### src/rtl/div_pkg.sv
// div_pkg: shared FSM state type, counter sizing and zero-divisor result constants
package div_pkg;
  typedef enum logic [1:0] {IDLE, RUN, FIX, DONE} div_state_t;
  function automatic int cnt_w(input int w);
    return (w > 1) ? $clog2(w) : 1;
  endfunction
  localparam logic DBZ_QUOT_BIT = 1'b1;
  localparam logic DBZ_FLAG     = 1'b1;
endpackage

### src/rtl/div_step.sv
// div_step: one restoring-division iteration producing the next partial remainder and quotient bit
module div_step #(
  parameter int WIDTH = 32
) (
  input  logic [WIDTH-1:0] r_i,
  input  logic             d_msb_i,
  input  logic [WIDTH-1:0] dvs_i,
  output logic [WIDTH-1:0] r_o,
  output logic             q_o
);
  logic [WIDTH:0] p, s;
  assign p   = {r_i, d_msb_i};
  assign s   = p - {1'b0, dvs_i};
  assign q_o = ~s[WIDTH];
  assign r_o = q_o ? s[WIDTH-1:0] : p[WIDTH-1:0];
endmodule

### src/rtl/seq_divider.sv
// seq_divider: multi-cycle signed/unsigned restoring divider with start/busy/done handshake
module seq_divider
  import div_pkg::*;
#(
  parameter int WIDTH     = 32,
  parameter bit SIGNED_EN = 1'b1
) (
  input  logic             clk,
  input  logic             clear,
  input  logic             start,
  input  logic             signed_op,
  input  logic [WIDTH-1:0] dividend,
  input  logic [WIDTH-1:0] divisor,
  output logic             busy,
  output logic             done,
  output logic             div_by_zero,
  output logic [WIDTH-1:0] quotient,
  output logic [WIDTH-1:0] remainder
);
  localparam int CW = cnt_w(WIDTH);
  div_state_t       state_q, state_d;
  logic [CW-1:0]    cnt_q, cnt_d;
  logic [WIDTH-1:0] r_q, r_d, d_q, d_d, dvs_q, dvs_d;
  logic [WIDTH-1:0] quot_q, quot_d, rem_q, rem_d;
  logic             negq_q, negq_d, negr_q, negr_d, dbz_q, dbz_d;
  logic             sgn, a_neg, b_neg, q_bit;
  logic [WIDTH-1:0] a_mag, b_mag, r_nx;
  assign sgn   = SIGNED_EN && signed_op;
  assign a_neg = sgn & dividend[WIDTH-1];
  assign b_neg = sgn & divisor[WIDTH-1];
  assign a_mag = a_neg ? -dividend : dividend;
  assign b_mag = b_neg ? -divisor : divisor;
  div_step #(.WIDTH(WIDTH)) u_step (
    .r_i    (r_q),
    .d_msb_i(d_q[WIDTH-1]),
    .dvs_i  (dvs_q),
    .r_o    (r_nx),
    .q_o    (q_bit)
  );
  // next-state: accept in IDLE, iterate in RUN (quotient bits shift into d), sign-correct in FIX
  always_comb begin
    state_d = state_q;
    cnt_d   = cnt_q;
    r_d     = r_q;
    d_d     = d_q;
    dvs_d   = dvs_q;
    negq_d  = negq_q;
    negr_d  = negr_q;
    quot_d  = quot_q;
    rem_d   = rem_q;
    dbz_d   = dbz_q;
    case (state_q)
      IDLE: if (start) begin
        if (divisor == '0) begin
          state_d = DONE;
          quot_d  = {WIDTH{DBZ_QUOT_BIT}};
          rem_d   = dividend;
          dbz_d   = DBZ_FLAG;
        end else begin
          state_d = RUN;
          cnt_d   = CW'(WIDTH - 1);
          r_d     = '0;
          d_d     = a_mag;
          dvs_d   = b_mag;
          negq_d  = a_neg ^ b_neg;
          negr_d  = a_neg;
          quot_d  = '0;
          rem_d   = '0;
          dbz_d   = 1'b0;
        end
      end
      RUN: begin
        r_d     = r_nx;
        d_d     = {d_q[WIDTH-2:0], q_bit};
        cnt_d   = cnt_q - 1'b1;
        state_d = (cnt_q == '0) ? FIX : RUN;
      end
      FIX: begin
        quot_d  = negq_q ? -d_q : d_q;
        rem_d   = negr_q ? -r_q : r_q;
        state_d = DONE;
      end
      DONE: state_d = IDLE;
    endcase
  end
  // state and datapath registers, cleared asynchronously
  always_ff @(posedge clk or posedge clear) begin
    if (clear) begin
      state_q <= IDLE;
      cnt_q   <= '0;
      r_q     <= '0;
      d_q     <= '0;
      dvs_q   <= '0;
      negq_q  <= 1'b0;
      negr_q  <= 1'b0;
      quot_q  <= '0;
      rem_q   <= '0;
      dbz_q   <= 1'b0;
    end else begin
      state_q <= state_d;
      cnt_q   <= cnt_d;
      r_q     <= r_d;
      d_q     <= d_d;
      dvs_q   <= dvs_d;
      negq_q  <= negq_d;
      negr_q  <= negr_d;
      quot_q  <= quot_d;
      rem_q   <= rem_d;
      dbz_q   <= dbz_d;
    end
  end
  assign busy        = (state_q == RUN) || (state_q == FIX);
  assign done        = (state_q == DONE);
  assign div_by_zero = dbz_q;
  assign quotient    = quot_q;
  assign remainder   = rem_q;
endmodule

### config.mk
export PLATFORM = sky130hd
export DESIGN_NAME = seq_divider
export DESIGN_NICKNAME = d
export VERILOG_FILES = /design/src/rtl/div_pkg.sv /design/src/rtl/div_step.sv /design/src/rtl/seq_divider.sv
export SDC_FILE = /design/constraint.sdc
export NUM_CORES = 1
export LEC_CHECK = 0
export CAP_MARGIN = 5
export CORE_MARGIN = 3
export CORE_UTILIZATION = 58
export DETAILED_ROUTE_END_ITERATION = 8
export PLACE_DENSITY = 0.9
export SKIP_LAST_GASP = 1
export SYNTH_ARGS = -nofsm -noshare
export SYNTH_HDL_FRONTEND = slang
export SYNTH_HIERARCHICAL = 1
export SYNTH_SLANG_ARGS = --single-unit
### constraint.sdc
create_clock -name clk -period 6.8 [get_ports clk]
set_clock_uncertainty 0.1 [all_clocks]
set_input_delay 0.68 -clock clk [delete_from_list [all_inputs] [get_ports clk]]
set_output_delay 0.68 -clock clk [all_outputs]
set_load 0.05 [all_outputs]
Yosys cells after proc, flatten, opt, wreduce, memory -nomap -nowiden
Cells that the tools add are included.

Output and inout port bits: 67. Flip-flop bits (word level): 170. Word-level logic and storage cells: 61.

Bitwise gates (word level): 5. Equality and inequality tests: 5. Muxes and demuxes: 25. $add $sub $neg: 6. Reductions and logical operators: 10.

Operators by type and width (number): two-way mux 32 bit (13); one-hot mux 32 bit (2 select lines) (4); negator 32 bit (4); subtractor 33 x 32 -> 33 bit (1); zero test 32 bit (1); two-way mux 5 bit (2); one-hot mux 5 bit (2 select lines) (1); one-hot mux 2 bit (4 select lines) (1); two-way mux 2 bit (3); AND reduction 3 bit (2); zero test 5 bit (1); subtractor 5 x 1 -> 5 bit (second input constant) (1); == test 2 bit (second input constant) (2); inequality test 2 bit (second input constant) (2); AND reduction 2 bit (2); nonzero test 2 bit (2); bitwise AND 1 bit (2); == test 2 x 1 -> 1 bit (second input constant) (1); zero test 2 bit (1); NOT 1 bit (2); logical OR 1 bit (1); two-way mux 1 bit (1); bitwise XOR 1 bit (1).

Logic depth before layout (Yosys ltp)
Gate-level depths: netlist of the first run.

Depth after elaboration: 5. Depth in mapped cells: 16. Gate-level depth less buffers: 15.

Cells and area by module
The synthesis of the first run kept the hierarchy.

By module, submodules not included: seq_divider (area each 10608.9 µm², sequential area each 4254.1 µm², instances 1, cells an instance 1227); div_step (area each 2255.9 µm², sequential area each 0.0 µm², instances 1, cells an instance 311).

Worst setup path before layout of the first run
No wires, ideal clock.

Path type: flip-flop to flip-flop. Start: register d_q[31]. End: register r_q[28]. Stages on the path, launching flop included: 17. Slack: 3.528 ns. Arrival time: 3.034 ns. Buffers on the path: 1. Clock period less this slack: 3.272 ns. Cells stage by stage: dfrtp_1 inv_1 ha_1 fa_1 and2b_1 o2111ai_1 a21oi_2 o2111ai_1 a211oi_2 nor2_2 mux2i_1 and2_4 inv_2 buf_6 mux2_4 nand2_1 o21ai_0.

Word-level cells in the longest chain between the ends: 3.

Ends and longest elaborated chain: start, declared (line seq_divider.sv:23) `logic [WIDTH-1:0] r_q, r_d, d_q, d_d, dvs_q, dvs_d;`; start signal, assigned (line seq_divider.sv:92) `d_q <= '0;`; start signal, assigned (line seq_divider.sv:103) `d_q <= d_d;`; subtractor 33 x 32 -> 33 bit (line div_step.sv:13) `assign s = p - {1'b0, dvs_i};`; two-way mux 32 bit (line div_step.sv:15) `assign r_o = q_o ? s[WIDTH-1:0] : p[WIDTH-1:0];`; named net r_nx[28] (line seq_divider.sv:27) `logic [WIDTH-1:0] a_mag, b_mag, r_nx;`; one-hot mux 32 bit (2 select lines) (line seq_divider.sv:52) `case (state_q)`; end signal, assigned (line seq_divider.sv:102) `r_q <= r_d;`; end, declared (line seq_divider.sv:23).

The timed path passes the listed nets, and every way through them passes these cells. A chain may end at the register's enable or synchronous reset.

Final worst setup path of the first run
Start: register d_q[31]. End: register r_q[25].

Same word-level chain as after synthesis.

==> results of run 1 <==
## cell usage after synthesis, types with 7 or more instances
cell / n
sky130_fd_sc_hd__and3_1: 10
sky130_fd_sc_hd__o21ai_1: 13
sky130_fd_sc_hd__or2_2: 9
sky130_fd_sc_hd__o21a_1: 7
sky130_fd_sc_hd__nor3_1: 31
sky130_fd_sc_hd__or4_1: 21
sky130_fd_sc_hd__a221oi_1: 12
sky130_fd_sc_hd__mux2i_1: 7
sky130_fd_sc_hd__nand4b_1: 13
sky130_fd_sc_hd__and2_1: 7
sky130_fd_sc_hd__xor2_1: 41
sky130_fd_sc_hd__clkbuf_1: 82
sky130_fd_sc_hd__buf_2: 9
sky130_fd_sc_hd__mux2_2: 24
sky130_fd_sc_hd__a22oi_1: 7
sky130_fd_sc_hd__nor2_1: 105
sky130_fd_sc_hd__nor3b_1: 10
sky130_fd_sc_hd__o211ai_1: 19
sky130_fd_sc_hd__a41oi_1: 7
sky130_fd_sc_hd__o21ai_0: 142
sky130_fd_sc_hd__xnor2_1: 75
sky130_fd_sc_hd__dfrtp_1: 170
sky130_fd_sc_hd__nor2b_1: 18
sky130_fd_sc_hd__a211oi_1: 7
sky130_fd_sc_hd__nor4_1: 26
sky130_fd_sc_hd__nand3_1: 67
sky130_fd_sc_hd__a21oi_1: 84
sky130_fd_sc_hd__o31ai_1: 31
sky130_fd_sc_hd__nand2_1: 138
sky130_fd_sc_hd__inv_1: 56
sky130_fd_sc_hd__a31oi_1: 28
sky130_fd_sc_hd__ha_1: 41
sky130_fd_sc_hd__a21o_1: 19
sky130_fd_sc_hd__nand2b_1: 18
sky130_fd_sc_hd__nand4_1: 11
sky130_fd_sc_hd__or3_1: 31
sky130_fd_sc_hd__o41ai_1: 29
sky130_fd_sc_hd__mux2_4: 19
sky130_fd_sc_hd__o221a_2: 12
sky130_fd_sc_hd__buf_6: 9
## report_power, final
part | internal [W] | total [W] | switching, W | leakage (nW)
Combinational | 0.00128 | 0.00354 | 0.00225 | 3.51
Sequential | 0.00139 | 0.00177 | 0.000378 | 2.10
Clock | 0.000474 | 0.000921 | 0.000446 | 0.262
## layout make-up
| class | count | area [sq um] |
|---|---|---|
| inverters | 58 | 223 |
| flip-flops and latches | 170 | 4250 |
| fillers | 1654 | 6640 |
| multi-input cells | 1198 | 7920 |
| well taps | 275 | 344 |
| repair buffers | 155 | 1500 |
| clock inverters | 15 | 119 |
| clock buffers | 17 | 425 |
## per-layer routing
metal	GRT usage, %	wire [um]	vias to the layer above
li1	-	-	5778
met1	39.3	14900	5959
met2	49.3	17400	668
met3	5.01	3110	113
met4	11.9	1240	0
met5	0	0	-
## final timing paths
kind,end,cells past startpoint,slack [ns]
worst max-delay path,r_q[25],15,2.12
worst min-delay path,dvs_q[23],2,0.38
worst max register to register,r_q[25],15,2.12
worst min register to register,dvs_q[23],2,0.38
max in group asynchronous,cnt_q[3],3,4.33
min in group asynchronous,remainder[23],2,0.66
## sequential cells by signal (all words and copies together), names as in the netlist
name and flops:
d_q 32, dvs_q 32, quotient 32, r_q 32, remainder 32, cnt_q 5, state_q 2, div_by_zero 1
negq_q 1, negr_q 1
## worst max-delay path: stages, from the launching register on
cell and delay, ns:
sky130_fd_sc_hd__dfrtp_1 0.44, sky130_fd_sc_hd__inv_1 0.07, sky130_fd_sc_hd__ha_1 0.23, sky130_fd_sc_hd__fa_1 0.39
sky130_fd_sc_hd__and2b_1 0.23, sky130_fd_sc_hd__o2111ai_1 0.15, sky130_fd_sc_hd__a21oi_2 0.25, sky130_fd_sc_hd__o2111ai_1 0.23
sky130_fd_sc_hd__a211oi_2 0.31, sky130_fd_sc_hd__nor2_2 0.11, sky130_fd_sc_hd__mux2i_1 0.76, sky130_fd_sc_hd__and2_4 0.40
sky130_fd_sc_hd__inv_2 0.28, sky130_fd_sc_hd__mux2_4 0.39, sky130_fd_sc_hd__nand2_1 0.08, sky130_fd_sc_hd__o21ai_0 0.11
## logic make-up (layout without fill, tap and decap cells)
family	after synthesis	count (layout)
AOI/OAI and AO/OA	449	449
muxes	52	52
buffers and inverters	170	245
xor gates and xnor gates	116	116
adders and majority gates	42	42
and+or+nand+nor	539	539
DFF	170	170
## per-stage QoR
step / cells / hold slack, ns
2_1_floorplan: 1538 / 0.346
3_3_place_gp: 1856 / 0.361
3_5_place_dp: 1856 / 0.372
4_1_cts: 1888 / 0.386
5_1_grt: 1888 / 0.406
6_report: 1888 / 0.381
## cells in the final DEF, fill, tap and decap left out, types with 9 or more instances in the layout
cell                              netlist  final
sky130_fd_sc_hd__o211ai_1              19     19
sky130_fd_sc_hd__o21ai_0              142    142
sky130_fd_sc_hd__or2_2                  9      9
sky130_fd_sc_hd__inv_1                 56     55
sky130_fd_sc_hd__or3_1                 31     31
sky130_fd_sc_hd__ha_1                  41     39
sky130_fd_sc_hd__clkbuf_16              0     17
sky130_fd_sc_hd__nor3b_1               10     10
sky130_fd_sc_hd__o21ai_1               13     12
sky130_fd_sc_hd__dfrtp_1              170    170
sky130_fd_sc_hd__nand2b_1              18     18
sky130_fd_sc_hd__nor2b_1               18     18
sky130_fd_sc_hd__a221oi_1              12     12
sky130_fd_sc_hd__nand2_1              138    138
sky130_fd_sc_hd__mux2_2                24     24
sky130_fd_sc_hd__nor3_1                31     31
sky130_fd_sc_hd__nand4_1               11     11
sky130_fd_sc_hd__a21o_1                19     19
sky130_fd_sc_hd__or4_1                 21     21
sky130_fd_sc_hd__a21oi_1               84     84
sky130_fd_sc_hd__o221a_2               12     12
sky130_fd_sc_hd__nor4_1                26     24
sky130_fd_sc_hd__nand4b_1              13     13
sky130_fd_sc_hd__a31oi_1               28     28
sky130_fd_sc_hd__clkdlybuf4s50_1        0    134
sky130_fd_sc_hd__nor2_1               105    105
sky130_fd_sc_hd__and3_1                10     10
sky130_fd_sc_hd__o31ai_1               31     31
sky130_fd_sc_hd__buf_4                  2     21
sky130_fd_sc_hd__o41ai_1               29     29
sky130_fd_sc_hd__xor2_1                41     41
sky130_fd_sc_hd__xnor2_1               75     75
sky130_fd_sc_hd__mux2_4                19     19
sky130_fd_sc_hd__nand3_1               67     67
==> results.yml, run 1 <==
status:
  status: "finished, final reports clean"
critical_path:
  critical_path.startpoint: "d_q[31]"
  cp-start-kind: "register"
  critical_path_required_ns: 7.00
  rr_startpoint: "d_q[31]"
  path_class: "reg2reg"
  worstPathMaxFanout: 22
  setup.worst_path.end_class: "register"
  worst_ep_arrival_time_ns: 4.88
clock_tree:
  cts_repair_resize_count: 0
  htree_num_levels: 4
  clock-root-buffer: "sky130_fd_sc_hd__clkbuf_16"
  worst_setup_hold_path_clk_slew_ns: 0.07
  clock_insertion_delay_worst_skew_ns: 0.43
  max-clock-path-buffers: 2
  clock-sinks: 170
  cts.hold.buffers_added: 0
  cts_tree: "built"
  cts_post_setup_buffers_inserted: 0
  cts_made_buffers: 17
logic_synthesis:
  synth_enable_flop_cells: 0
  netlist_instances: 1538
  adder_cell_area_share_of_the_yosys_netlist_pct: 4.14
  synth_largest_type_area_fraction_pct: 33.1
  main_combinational_cell_family_by_area_after_synthesis: "compound AO/OA/AOI/OAI gates"
  postSynthAreaPerCell_sq_um: 8.36
  synth.distinct_cells: 85
  synth_largest_area_cell: "sky130_fd_sc_hd__dfrtp_1"
  ys_seq_area_share_pct: 33.1
  syn-cell-area_sq_um: 12900
  async_reset_ff_share_pct: 100
  synth.ff_latch_count: 170
  synthMuxAreaShare_pct: 5.04
  synth_compound_gate_area_share_pct: 22.5
  synthFlopType: "sky130_fd_sc_hd__dfrtp_1"
  synth_top_cells_by_area: "sky130_fd_sc_hd__dfrtp_1, sky130_fd_sc_hd__o21ai_0, sky130_fd_sc_hd__xnor2_1"
  synthSimpleGateAreaFrac_pct: 21.6
  synthesis_warnings: 6
  synth_nets: 1648
  synth_xor_xnor_area_share_pct: 7.90
sta:
  setup-violations-final: 0
  post-route-period-util_pct: 68.8
  rsz0062_at_grt: "false"
  setup_slack_ns: 2.12
  timing_worst_slew_pin_value_ns: 1.19
  finalCriticalPeriod_ns: 4.68
  maxClockFrequency_mhz: 214
  timing.final.max_slew_violations: 0
  slew_headroom_pct: 20.2
  finalHoldViolations: 0
  final.setup.tns_ns: 0
placed_design:
  preCtsSetupSlack_ns: 2.24
  place_congestion: 0.949
  post_dp_cell_area_sq_um: 14200
  number_of_input_and_output_port_buffers_inserted: 134
  detailed_place_hpwl_um: 25900
finish:
  fin_util_pct: 69.0
  final_non_filler_cell_area_sq_um: 14800
  synthToLayoutAreaGrowth_pct: 14.9
  diodes: 0
  drive_above_1_share_pct: 8.74
  fin_nets: 1710
floorplan:
  floorplan.initialDensity_pct: 60.1
  die-area_sq_um: 24000
  die_x_um: 155
  core.rowCount: 53
  io_pins: 135
  fp.dieH_um: 155
  coreArea_sq_um: 21400
flow_run:
  drv_cap: 0
detailed_routing:
  detail_route.wl_per_cell_um: 19.4
  detailedRoute.firstIterationViolations: 1133
  drt-pass1-iter-count: 8
  antenna_left: 0
  final_routed_drc_violation_total: 0
  post_detailed_route_via_to_cell_ratio: 6.63
  total_routed_length_um: 36700
  routed-via-count: 12500
worst_hold_path:
  min-delay-path-class: "reg2reg"
  startpoint_of_the_tightest_hold_check_path: "dvs_q[23]"
power:
  leakagePower_nw: 5.88
  totalPowerFinal_w: 0.00623
  irDropWorstVdd_mv: 0.345
  power_density_nw_per_um2: 421
global_route:
  grt_use_total_pct: 29.9
  grt_start_max_net_pins: 99
  grt_first_pass_wirelength_um: 59300
  grt_overflow_total: 0
  first_global_vias: 11700
  number_of_antenna_violations_at_the_first_check_in_global_routing: 0
No activity file was read; power rests on OpenSTA's default activity.
==> inputs of run 2 (changes only) <==
--- a/config.mk
+++ b/config.mk
@@ -7,9 +7,9 @@
 export LEC_CHECK = 0
 export CAP_MARGIN = 5
 export CORE_MARGIN = 3
-export CORE_UTILIZATION = 58
+export CORE_UTILIZATION = 53
 export DETAILED_ROUTE_END_ITERATION = 8
-export PLACE_DENSITY = 0.9
+export PLACE_DENSITY = 0.87
 export SKIP_LAST_GASP = 1
 export SYNTH_ARGS = -nofsm -noshare
 export SYNTH_HDL_FRONTEND = slang
==> constraint.sdc (replaced) <==
create_clock -name clk -period 3.8 [get_ports clk]
set_clock_uncertainty 0.1 [all_clocks]
set_input_delay 0.38 -clock clk [delete_from_list [all_inputs] [get_ports clk]]
set_output_delay 0.38 -clock clk [all_outputs]
set_load 0.05 [all_outputs]
==> results.yml, run 2 (synthesized netlist as in run 1, its figures left out) <==
placed_design:
  detailed_place_hpwl_um: 27700
  number_of_input_and_output_port_buffers_inserted: 134
  place_congestion: 0.921
  dp_cells: 1932
power:
  swShare_pct: 48.7
  power.share.sequential_pct: 27.7
  leakagePower_nw: 6.06
  power.share.combinational_pct: 56.7
  p_sw_w: 0.00555
  p_clk_share_pct: 15.7
  irDropWorstVdd_mv: 0.437
  power_density_nw_per_um2: 752
  totalPowerFinal_w: 0.0114
  internal-power_w: 0.00584
critical_path:
  worst_path_max_delay_cell: "sky130_fd_sc_hd__fa_1"
  worst_ep_arrival_time_ns: 3.78
  critical_path.startpoint: "d_q[31]"
  cp.buffers_inverters: 2
  setup.worst_path.end_class: "register"
  reg2reg_to: "r_q[23]"
  cp_cell_sequence: "inv_1 > ha_1 > fa_1 > and2b_1 > o2111ai_1 > a21oi_2 > o2111ai_1 > a211oi_2 > nor2_2 > mux2i_1 > and2_4 > inv_6 > mux2_4 > nand2_1 > o21ai_0"
  rr_startpoint: "d_q[31]"
  crit_family: "compound AO/OA/AOI/OAI gates"
  path_class: "reg2reg"
  worst_r2r_path_depth: 15
  timing.critical_path.mode_cell: "sky130_fd_sc_hd__o2111ai_1"
  cp-start-kind: "register"
  critical_path_required_ns: 3.99
  reg2reg_slack_ns: 0.21
  worstPathMaxFanout: 22
  critPathMaxStageDelay_ns: 0.41
global_route:
  first_global_vias: 11800
  grt_first_pass_wirelength_um: 59500
  grt_overflow_total: 0
  grt_start_max_net_pins: 74
  grt_use_total_pct: 27.8
  number_of_antenna_violations_at_the_first_check_in_global_routing: 0
floorplan:
  die-area_sq_um: 26200
  core.rowCount: 56
  fp.dieH_um: 162
  die_x_um: 162
  io_pins: 135
  coreArea_sq_um: 23700
  floorplan.initialDensity_pct: 54.3
clock_tree:
  cts_tree: "built"
  clock-root-buffer: "sky130_fd_sc_hd__clkbuf_16"
  clock_insertion_delay_worst_skew_ns: 0.44
  max-clock-path-buffers: 2
  worst_setup_hold_path_clk_slew_ns: 0.07
  cts_made_buffers: 17
  clock-sinks: 170
  htree_num_levels: 4
sta:
  maxClockFrequency_mhz: 279
  setup-violations-final: 0
  timing.final.max_slew_violations: 0
  final.setup.tns_ns: 0
  finalCriticalPeriod_ns: 3.59
  post-route-period-util_pct: 94.4
  timing_worst_slew_pin_value_ns: 0.844
  rsz0062_at_grt: "false"
  slew_headroom_pct: 43.2
  finalHoldViolations: 0
detailed_routing:
  final_routed_drc_violation_total: 0
  detail_route.wl_per_cell_um: 19.2
  drt-pass1-iter-count: 6
  routed-via-count: 12500
  detailedRoute.firstIterationViolations: 1180
  post_detailed_route_via_to_cell_ratio: 6.36
  total_routed_length_um: 37700
  antenna_left: 0
finish:
  fin_nets: 1742
  commonest_non_fill_non_tap_cells_in_the_layout: "sky130_fd_sc_hd__dfrtp_1, sky130_fd_sc_hd__o21ai_0, sky130_fd_sc_hd__nand2_1, sky130_fd_sc_hd__clkdlybuf4s50_1, sky130_fd_sc_hd__nor2_1"
  synthToLayoutAreaGrowth_pct: 17.7
  num-fill-cells: 2011
  finalNonFillerCells: 1964
  drive_above_1_share_pct: 10.5
  diodes: 0
  layout_commonest_cell: "sky130_fd_sc_hd__dfrtp_1"
worst_hold_path:
  min-delay-path-class: "in2async"
flow_run:
  drv_cap: 0
status:
  status: "finished, final reports clean"
run 2: layout make-up:
type	instances	area (sq um)	area share [%]
flip-flops and latches	170	4250	28.1
multi-input cells	1198	7920	52.3
inverters	58	226	1.50
well taps	319	399	2.64
clock inverters	14	160	1.06
clock buffers	18	429	2.83
repair buffers	187	1750	11.6
run 2: layer usage:
metal | global-route usage (%) | wire length, um
met1 | 34.4 | 14900
met2 | 47.7 | 18100
met3 | 4.49 | 3030
met4 | 12.9 | 1610
met5 | 0 | 0
run 2: worst register-to-register path: cells and delay by family, from the launching register on:
kind | cells | cell delay, ns
AND/OR/NAND/NOR | 4 | 0.59
multiplexers | 2 | 0.47
adder cells (fa/ha/maj) | 2 | 0.64
AO/OA/AOI/OAI | 5 | 1.00
buffers and inverters | 2 | 0.29
flip-flops | 1 | 0.36
run 2: power by group through the flow:
stage	Clock (W)	Combinational, W	Sequential, W
after detailed placement	0	0.00638	0.00317
after global placement	0	0.00620	0.00312
final	0.00178	0.00645	0.00315
after CTS	0.00179	0.00641	0.00314
after global routing	0.00187	0.00696	0.00325
after floorplan	0	0.00379	0.00394
run 2: timing repair:
item / CTS / global route
endpoints found under the setup margin: 5 / 1
gates resized for setup: 1 / 1
hold buffers: 0 / 0
setup buffers: 0 / 0
run 2: worst max-delay path by stage:
stage | to | depth (start not counted)
4_1_cts | r_q[23] | 15
3_5_place_dp | r_q[3] | 15
2_1_floorplan | r_q[28] | 16
3_3_place_gp | r_q[3] | 15
5_1_grt | r_q[3] | 15
6_report | r_q[23] | 15
run 2: through the flow:
stage               area (sq um)  setup slack, ns  util (%)  hold slack [ns]
floorplan                  12900            0.528         -            0.346
global placement           14500            0.116      61.4            0.360
detailed placement         14500          0.00389      61.4            0.371
CTS                        15100            0.156      63.9            0.248
global route               15100           0.0727      63.9            0.272
finish                     15100            0.212      63.9            0.236
==> inputs of run 3 (changes only) <==
--- a/config.mk
+++ b/config.mk
@@ -11,7 +11,9 @@
 export DETAILED_ROUTE_END_ITERATION = 8
 export PLACE_DENSITY = 0.87
 export SKIP_LAST_GASP = 1
+export SLEW_MARGIN = 20
 export SYNTH_ARGS = -nofsm -noshare
 export SYNTH_HDL_FRONTEND = slang
 export SYNTH_HIERARCHICAL = 1
 export SYNTH_SLANG_ARGS = --single-unit
+export TNS_END_PERCENT = 10
==> results of run 3 <==
No change in the layout: final DEF, timing and power equal those of run 2.
==> RTL edit 1: new RTL, config.mk and constraints of run 2 <==
`WIDTH` is set to 32 in 2 places; all go to 16.
--- a/src/rtl/div_step.sv
+++ b/src/rtl/div_step.sv
@@ -1,6 +1,6 @@
 // div_step: one restoring-division iteration producing the next partial remainder and quotient bit
 module div_step #(
-  parameter int WIDTH = 32
+  parameter int WIDTH = 16
 ) (
   input  logic [WIDTH-1:0] r_i,
   input  logic             d_msb_i,
--- a/src/rtl/seq_divider.sv
+++ b/src/rtl/seq_divider.sv
@@ -2,7 +2,7 @@
 module seq_divider
   import div_pkg::*;
 #(
-  parameter int WIDTH     = 32,
+  parameter int WIDTH     = 16,
   parameter bit SIGNED_EN = 1'b1
 ) (
   input  logic             clk,
Ports: changed (resized dividend, divisor, quotient and remainder); port bits go from 135 to 71. The function was not compared with the original's and may differ.
==> RTL edit 1 against run 2 <==
Core utilization grew 2.4 points; critical path depth shrank 3; sequential cell count shrank 81; cell area shrank 51%; clock power shrank 45%; worst setup slack gained 0.13 ns; routed wire length shrank 57%; highest routed layer unchanged; area after synthesis shrank 52%; power shrank 36%; count of clock-buffer cells in the layout shrank 9.
==> RTL edit 1: results <==
set metrics [dict create \
    wl_per_cell_microns 17.8 \
    worst_slew_pin_slew_ns 0.797 \
    dr_wl_met2_microns 7940 \
    grtUsageTotal_pct 25.6 \
    gr-usage-met1_pct 34.8 \
    regArea_sq_mm 0.00223 \
    switching_power_w 0.00347 \
    dp.cells 906 \
    crit_arrival_ns 3.58 \
    routed_via_density 6.09 \
    io_buffers 70 \
    cts.path.max_buffers 2 \
    fin_nets 840 \
    fill_cells 905 \
    synth_commonest_cells "nand2_1 (98), dfrtp_1 (89), o21ai_0 (76), nor2_1 (46), a21oi_1 (40)" \
    cts_resized 0 \
    dpl_cell_area_sq_mm 0.00707 \
    inverters 37 \
    synth_nets 783 \
    grt_first_pass_wirelength_microns 27100 \
    r2r_end "r_q[7]$_DFFE_PP0P_" \
    worstPathMaxFanout 17 \
    synth_cell_type_count 68 \
    r2r_setup_slack_ns 0.34 \
    status "completed" \
    multi_input_area_sq_mm 0.00374 \
    rr_worst_depth 12 \
    ys_ff_latch 89 \
    dr_wl_met3_microns 1130 \
    pre_cts_slack_ns 0.155 \
    nNonClkBuffers 82 \
    syn_inst 720 \
    drt-met1-wl_microns 7080 \
    drive_gt1_share_pct 8.70 \
    area_growth_pct 18.9 \
    hold_slack_ns 0.283 \
    p_leak_nw 3.18 \
    clk_latency_ns 0.34 \
    ctsHtreeMaxLevel 3 \
    combPwrFrac_pct 61.7 \
    synth.area.top_cells "dfrtp_1 (36%), o21ai_0 (6.1%), nand2_1 (5.9%)" \
    n_clock_buffer 9 \
    n_multi_input_combinational_cell 558 \
    use_met3_pct 2.96 \
    p_int_w 0.00380 \
    clock_cell_area_share_pct 4.39 \
    vias 5613 \
    drt_iter0_drc 607 \
    ys_seq_area_share_pct 35.8 \
    reg2reg_from "d_q[15]$_DFFE_PP0P_" \
    power_frac_seq_pct 24.9 \
    grt_pass1_vias 5431 \
    use_met2_pct 43.2 \
    firstDrtPassIters 5 \
    ir_drop_mv 0.665 \
    bufAreaShareNonClock_pct 10.8 \
    grt_start_max_net_pins 51 \
    hpwl_microns 12100 \
]
==> RTL edit 1: cell count changes in the layout (fill, tap and decap cells not counted), moves of 21 or more <==
cell / before / now
a21oi_1: 84 / 39
buf_4: 52 / 11
clkdlybuf4s50_1: 134 / 70
dfrtp_1: 170 / 89
nand2_1: 138 / 98
nand3_1: 67 / 10
nor2_1: 105 / 46
nor3_1: 31 / 8
nor4_1: 24 / 2
o21ai_0: 142 / 76
o41ai_1: 29 / 8
or3_1: 31 / 7
xnor2_1: 75 / 34
==> RTL edit 1: worst max-delay path by stage <==
stage | depth (start not counted) | endpoint | slack (ns) | start
after CTS | 12 | r_q[7]$_DFFE_PP0P_ | 0.13 | d_q[15]$_DFFE_PP0P_
after detailed placement | 12 | r_q[4]$_DFFE_PP0P_ | 0.15 | d_q[15]$_DFFE_PP0P_
final | 12 | r_q[7]$_DFFE_PP0P_ | 0.34 | d_q[15]$_DFFE_PP0P_
after global placement | 12 | r_q[4]$_DFFE_PP0P_ | 0.21 | d_q[15]$_DFFE_PP0P_
after floorplan | 11 | r_q[8]$_DFFE_PP0P_ | 0.65 | r_q[1]$_DFFE_PP0P_
after global routing | 12 | r_q[7]$_DFFE_PP0P_ | 0.15 | d_q[15]$_DFFE_PP0P_
==> RTL edit 1: cell families after synthesis <==
kind of cell	share of synthesized area, %
xor+xnor	8.84
compound gates	21.9
simple gates	18.2
fa+ha+maj	5.54
buf+inv	4.62
flops	35.8
mux	5.14
==> RTL edit 1: critical path, cell delays in order (launching register included) <==
cell and delay, ns:
dfrtp_1 0.40, inv_1 0.12, ha_1 0.21, fa_1 0.22
nor2b_1 0.07, o31a_1 0.25, o41a_1 0.43, and4_4 0.22
a311oi_2 0.41, xnor2_4 0.34, mux2_2 0.42, nand2_1 0.07
o21ai_0 0.08
